File: config.mk
export PLATFORM = sky130hd
export DESIGN_NAME = rad_async_fifo_ptr_sync_mc
export DESIGN_NICKNAME = d
export VERILOG_FILES = /design/src/rtl/rad_async_fifo_ptr_sync_mc.sv
export SDC_FILE = /design/constraint.sdc
export NUM_CORES = 1
export LEC_CHECK = 0
export CORE_AREA = 5 5 42 44
export CTS_CLUSTER_DIAMETER = 100
export DETAILED_ROUTE_END_ITERATION = 6
export DIE_AREA = 0 0 47 49
export DONT_BUFFER_PORTS = 1
export SYNTH_ARGS = -nofsm -noshare
export SYNTH_HDL_FRONTEND = slang
export SYNTH_SLANG_ARGS = --single-unit
File: constraint.sdc
create_clock -name clk -period 1.5 [get_ports clk]
set_input_delay 0.225 -clock clk [delete_from_list [all_inputs] [get_ports clk]]
set_output_delay 0.225 -clock clk [all_outputs]
set_load 0.02 [all_outputs]
File: src/rtl/rad_async_fifo_ptr_sync_mc.sv
// Purpose: brings NCH foreign-domain Gray pointers into clk through STAGES-deep flop chains, registers binary, flags changes and optional illegal steps.
// Latency: STAGES-1 edges after capture to q_gray, STAGES edges after capture to q_bin/chg; q_vld after STAGES+1 edges out of reset.
// Backpressure: none; every input is sampled every cycle. Step checker compiled only with RAD_ASYNC_FIFO_PTR_SYNC_CHECK_EN defined.
module rad_async_fifo_ptr_sync_mc #(
    parameter int   ADDRSIZE = 3,
    parameter int   NCH      = 1,
    parameter int   STAGES   = 2,
    parameter logic RESET    = 1'b0
) (
    input  logic                          clk,
    input  logic                          rst,
    input  logic [NCH*(ADDRSIZE+1)-1:0]   d_gray,
    input  logic                          err_clr,
    output logic [NCH*(ADDRSIZE+1)-1:0]   q_gray,
    output logic [NCH*(ADDRSIZE+1)-1:0]   q_bin,
    output logic                          q_vld,
    output logic [NCH-1:0]                chg,
    output logic [NCH-1:0]                gray_err
);

    localparam int W   = ADDRSIZE + 1;
    localparam int NW  = NCH * W;
    localparam int WCW = $clog2(STAGES + 2);
    localparam logic [WCW-1:0] WMAX = WCW'(STAGES + 1);

    // Prefix XOR from the MSB down.
    function automatic logic [W-1:0] gray2bin(input logic [W-1:0] g);
        logic [W-1:0] b;
        b[W-1] = g[W-1];
        for (int i = W - 2; i >= 0; i--) begin
            b[i] = b[i+1] ^ g[i];
        end
        return b;
    endfunction

    function automatic logic [NW-1:0] gray2bin_all(input logic [NW-1:0] g);
        logic [NW-1:0] b;
        for (int c = 0; c < NCH; c++) begin
            b[c*W +: W] = gray2bin(g[c*W +: W]);
        end
        return b;
    endfunction

    localparam logic [NW-1:0] RST_GRAY = {NW{RESET}};
    localparam logic [NW-1:0] RST_BIN  = gray2bin_all(RST_GRAY);

    logic [NW-1:0]  sync_q [STAGES];
    logic [NW-1:0]  bin_q, bin_d;
    logic [NW-1:0]  prev_q;
    logic [NCH-1:0] chg_q, chg_d;
    logic [WCW-1:0] wcnt_q, wcnt_d;
    logic           vld_q;

    // Bare flop chain per bit; nothing sits between stages apart from the reset load.
    always_ff @(posedge clk) begin
        if (rst) begin
            for (int s = 0; s < STAGES; s++) begin
                sync_q[s] <= RST_GRAY;
            end
        end else begin
            sync_q[0] <= d_gray;
            for (int s = 1; s < STAGES; s++) begin
                sync_q[s] <= sync_q[s-1];
            end
        end
    end

    assign q_gray = sync_q[STAGES-1];

    // Next-state: saturating warm-up count, binary conversion, per-channel change detect masked until warm.
    always_comb begin
        wcnt_d = (wcnt_q == WMAX) ? wcnt_q : wcnt_q + WCW'(1);
        bin_d  = gray2bin_all(q_gray);
        chg_d  = '0;
        for (int c = 0; c < NCH; c++) begin
            chg_d[c] = vld_q && (q_gray[c*W +: W] != prev_q[c*W +: W]);
        end
    end

    // Output and bookkeeping registers; prev_q tracks the Gray value behind the current bin_q.
    always_ff @(posedge clk) begin
        if (rst) begin
            wcnt_q <= '0;
            vld_q  <= 1'b0;
            bin_q  <= RST_BIN;
            prev_q <= RST_GRAY;
            chg_q  <= '0;
        end else begin
            wcnt_q <= wcnt_d;
            vld_q  <= (wcnt_d == WMAX);
            bin_q  <= bin_d;
            prev_q <= q_gray;
            chg_q  <= chg_d;
        end
    end

    assign q_bin = bin_q;
    assign q_vld = vld_q;
    assign chg   = chg_q;

`ifdef RAD_ASYNC_FIFO_PTR_SYNC_CHECK_EN
    logic [NCH-1:0] err_q, err_d;

    // Sticky multi-bit-step flag; a new violation outranks a clear in the same cycle.
    always_comb begin
        err_d = err_q & ~{NCH{err_clr}};
        for (int c = 0; c < NCH; c++) begin
            if (vld_q && ($countones(q_gray[c*W +: W] ^ prev_q[c*W +: W]) > 1)) begin
                err_d[c] = 1'b1;
            end
        end
    end

    // Error flag register.
    always_ff @(posedge clk) begin
        if (rst) begin
            err_q <= '0;
        end else begin
            err_q <= err_d;
        end
    end

    assign gray_err = err_q;
`else
    logic unused_err_clr;
    assign unused_err_clr = err_clr;
    assign gray_err       = '0;
`endif

endmodule

Word-level counts from Yosys, hierarchy flattened
Memory sizes are Yosys's and may differ from the RTL's.
Cells that the tools add are included.

storage, ports and cells
  register bits after elaboration = 12
  memory bits (writable) = 8
  input port bits = 7
  output and inout port bits = 11
  word-level logic and storage cells = 22
  memories kept = 1

memory list
  memory  words  bits a word  read ports  clocked after memory_dff  wr ports  RTL line  text
  sync_q  2      4            2           0                         2         47        logic [NW-1:0] sync_q [STAGES];

operators by class
  add/subtract/negate cells = 1
  eq/ne operators = 3
  muxes and demuxes = 6
  bitwise logic cells = 5
  reductions and logical operators = 1

operators by type and width
  cell                                          number
  2-to-1 mux 4 bit                              2
  == test 2 bit (second input constant)         2
  inequality test 4 bit                         1
  2-to-1 mux 1 bit                              3
  bitwise XOR 1 bit                             3
  adder 2 x 1 -> 2 bit (second input constant)  1
  2-to-1 mux 2 bit                              1
  OR 1 bit                                      2
  logical AND 1 bit                             1

Longest topological paths before layout
An unclocked memory read counts as a cell.

  word-level depth = 4
  mapped depth = 3
  gate-level depth less buffers = 3

Least setup slack after synthesis
No wires, ideal clock.

  kind = register to register
  start point = memory sync_q[0][5] (netlist name)
  end point = register bin_q[0] (netlist: q_bin[0])
  setup time = 0.114 ns
  arrival time = 0.941 ns
  data required time = 1.386 ns
  path slack = 0.445 ns
  stages on the path, launching flop included = 4
  period minus slack after synthesis = 1.055 ns
  path through = dfxtp_1 xnor3_1 xor2_1 nor2_1

RTL lines
  what                  RTL line  text
  start, declared       47
  end signal, assigned  91        bin_q <= bin_d;
  end, declared         48        logic [NW-1:0] bin_q, bin_d;

Worst setup path in the final report
  start point = input rst
  end point = register chg_q (netlist: chg)

RTL lines
  what                  RTL line  text
  start, declared       11        input logic rst,
  end signal, assigned  93        chg_q <= chg_d;
  end, declared         50        logic [NCH-1:0] chg_q, chg_d;

No word-level cell between the ends.

==> reports/results.txt <==
Status = finished, final reports clean
Syn Inst Count = 57
DRT iter0 DRCs = 0
Final Hold Slack = 0.06631 ns
Num ports = 18
Average vias per placed instance = 4.189
Biggest area consumer among synthesized cells = dfxtp_1
Critical path type = in -> reg
Overflow left after global routing = 0
Hold Crit Class = in -> reg
VDD IR max = 0.4975 mV
Hold Buf Count CTS = 1
Final setup fails = 0
H-Tree Depth = 1
Critical path buffers and inverters = 1
Final min period = 1.160 ns
TNS Setup = 0 ns
Critical path capture point type = flop
Power per cell area = 1272 nW/um^2
Hold path depth = 1
Area of the mapped netlist = 645.6 um^2
RSZ-0062 raised after global routing = false
Finished Cell Area = 668.1 um^2
Pleak = 0.0002956 uW
Initial DRT Pass Iterations = 1
Core box area = 1401 um^2
Port Buffers = 0
Hold EP = sync_q[0][3]
Slew HR = 0.5568
Delay-heaviest family, CP = buffers and inverters
CTS tree = done
GPL Wtd Cong = 0.6802
Period utilization = 0.7731
Avg Inst Size Synth = 11.33 um^2
DR WL/cell = 10.26 um
Root Driver = clkbuf_4
Drt drc = 0
Post CTS Setup Buffer Count = 0
Post-synth cell types = 14
Area of the multi-input gates = 197.7 um^2
Worst Reg-to-Reg Cells = 3
Peak Freq = 0.8623 GHz
Slew Viols, Final = 0
Worst reg-to-reg setup slack = 0.36 ns
Clock skew = 0.002963 ns
Cells resized by post-CTS repair = 0
Area grow syn2layout = 3.488%
Startpoint types = input port
Largest net degree at the start of global routing = 20
Area share of the largest cell type after synthesis = 0.5891
Top cells by area, synth = dfxtp_1, nor2b_1, buf_4
Layout filler cell count = 131
Cts bufs inserted = 3
Worst Path Arrival = 1.31 ns
Worst slew pin tran = 0.6626 ns
Net count after synthesis = 64
Final wirelength = 759 um
Die height = 49 um
Reg area = 380.4 um^2
Clk_lat worst skew = 0.28 ns
CTS Buffer Depth = 2
Initial Utilization = 0.4607
Die ar. = 2303 um^2
Worst-path maximum fanout = 19
Crit-path slowest cell = dlygate4sd3_1
Diodes inserted = 0
HP Start = d_gray[3]
Net count, final = 66
Synth warnings = 0
Reg-to-Reg Start = sync_q[0][6]
Via count = 310
Share of cells above drive strength 1 = 0.1379
FF-to-FF End = q_bin[0]
Register area share after synthesis = 0.5891
Vias in the first global route = 294
Stages on worst setup path = 2
Number of core rows = 14
Cell Chain, Critical Path = dlygate4sd3_1 -> nor3b_1
Most frequent cells in the layout = dfxtp_1, nor2b_1, nor2_1
Antenna Nets Post-Route = 0
Fin util = 0.4768
Gr usage total = 0.07960
Synthesis-stage register bit count = 19
Max stage delay on crit path = 0.96 ns
Final Hold Fails = 0
Clock sink count = 19
Die Span X = 47 um
Required @ worst endpoint = 1.65 ns
Area post-placement = 631.9 um^2
Clock-pin slew on the worst setup and hold paths = 0.10 ns
First-pass GRT wire length = 1290 um
Commonest non-fill, non-tap cell in the layout = dfxtp_1
MaxCap Viol Count = 0
Initial antenna violation count = 0
## cell usage after synthesis, drive strengths merged
cell,instances
a21oi,1
nor2b,12
nor2,6
dfxtp,19
xnor2,1
nor3b,1
xnor3,1
nor4,1
conb,1
xor2,5
buf,8
inv,1
## per-layer routing
metal | vias up | global-route usage | part of all wire
met5 | - | 0 | 0
met4 | 0 | 0.04147 | 0
met3 | 0 | 0.04059 | 0.094
met2 | 10 | 0.1244 | 0.48
met1 | 131 | 0.08371 | 0.43
li1 | 169 | - | -
## area by class of cell
cell class                      instances  area share
Tap cell                               16     0.02996
Timing Repair Buffer                    5     0.05993
Clock buffer                            4     0.03933
Inverter                                1    0.005618
Sequential cell                        19      0.5693
Multi-Input combinational cell         29      0.2959
## kinds of logic after synthesis
kind of cell           count (synthesis)  share of synthesized area
AO/OA/AOI/OAI                          1                   0.007745
XOR/XNOR                               7                     0.1163
buffers and inverters                  9                     0.1046
flip-flops                            19                     0.5891
other                                  1                   0.005808
AND/OR/NAND/NOR                       20                     0.1764
## worst max path at each step
stage	startpoint	end	slack [ns]
3_3_place_gp	sync_q[0][5]	chg	0.38
6_report	rst	chg	0.34
2_1_floorplan	sync_q[0][5]	q_bin[0]	0.44
4_1_cts	rst	chg	0.33
5_1_grt	rst	chg	0.24
3_5_place_dp	sync_q[0][6]	q_bin[0]	0.39
## report_power, final
part	internal [uW]	switching, uW
Clock	103	133
Sequential	530	22.8
Combinational	29.7	31.3
## through the flow
step	total power [uW]	cells	setup slack (ns)
after floorplan	623.4	57	0.4450
after global placement	617.5	69	0.3765
after detailed placement	618.6	69	0.3922
after CTS	866.3	74	0.3345
after global routing	902.6	74	0.2371
final	849.9	74	0.3404
## registers in the layout, summed over array words and instances, names as in the netlist
signal / flops
q_vld: 1
prev_q: 3
q_bin: 4
chg: 1
wcnt_q: 2
sync_q: 8
(Power assumes the default switching activity.)
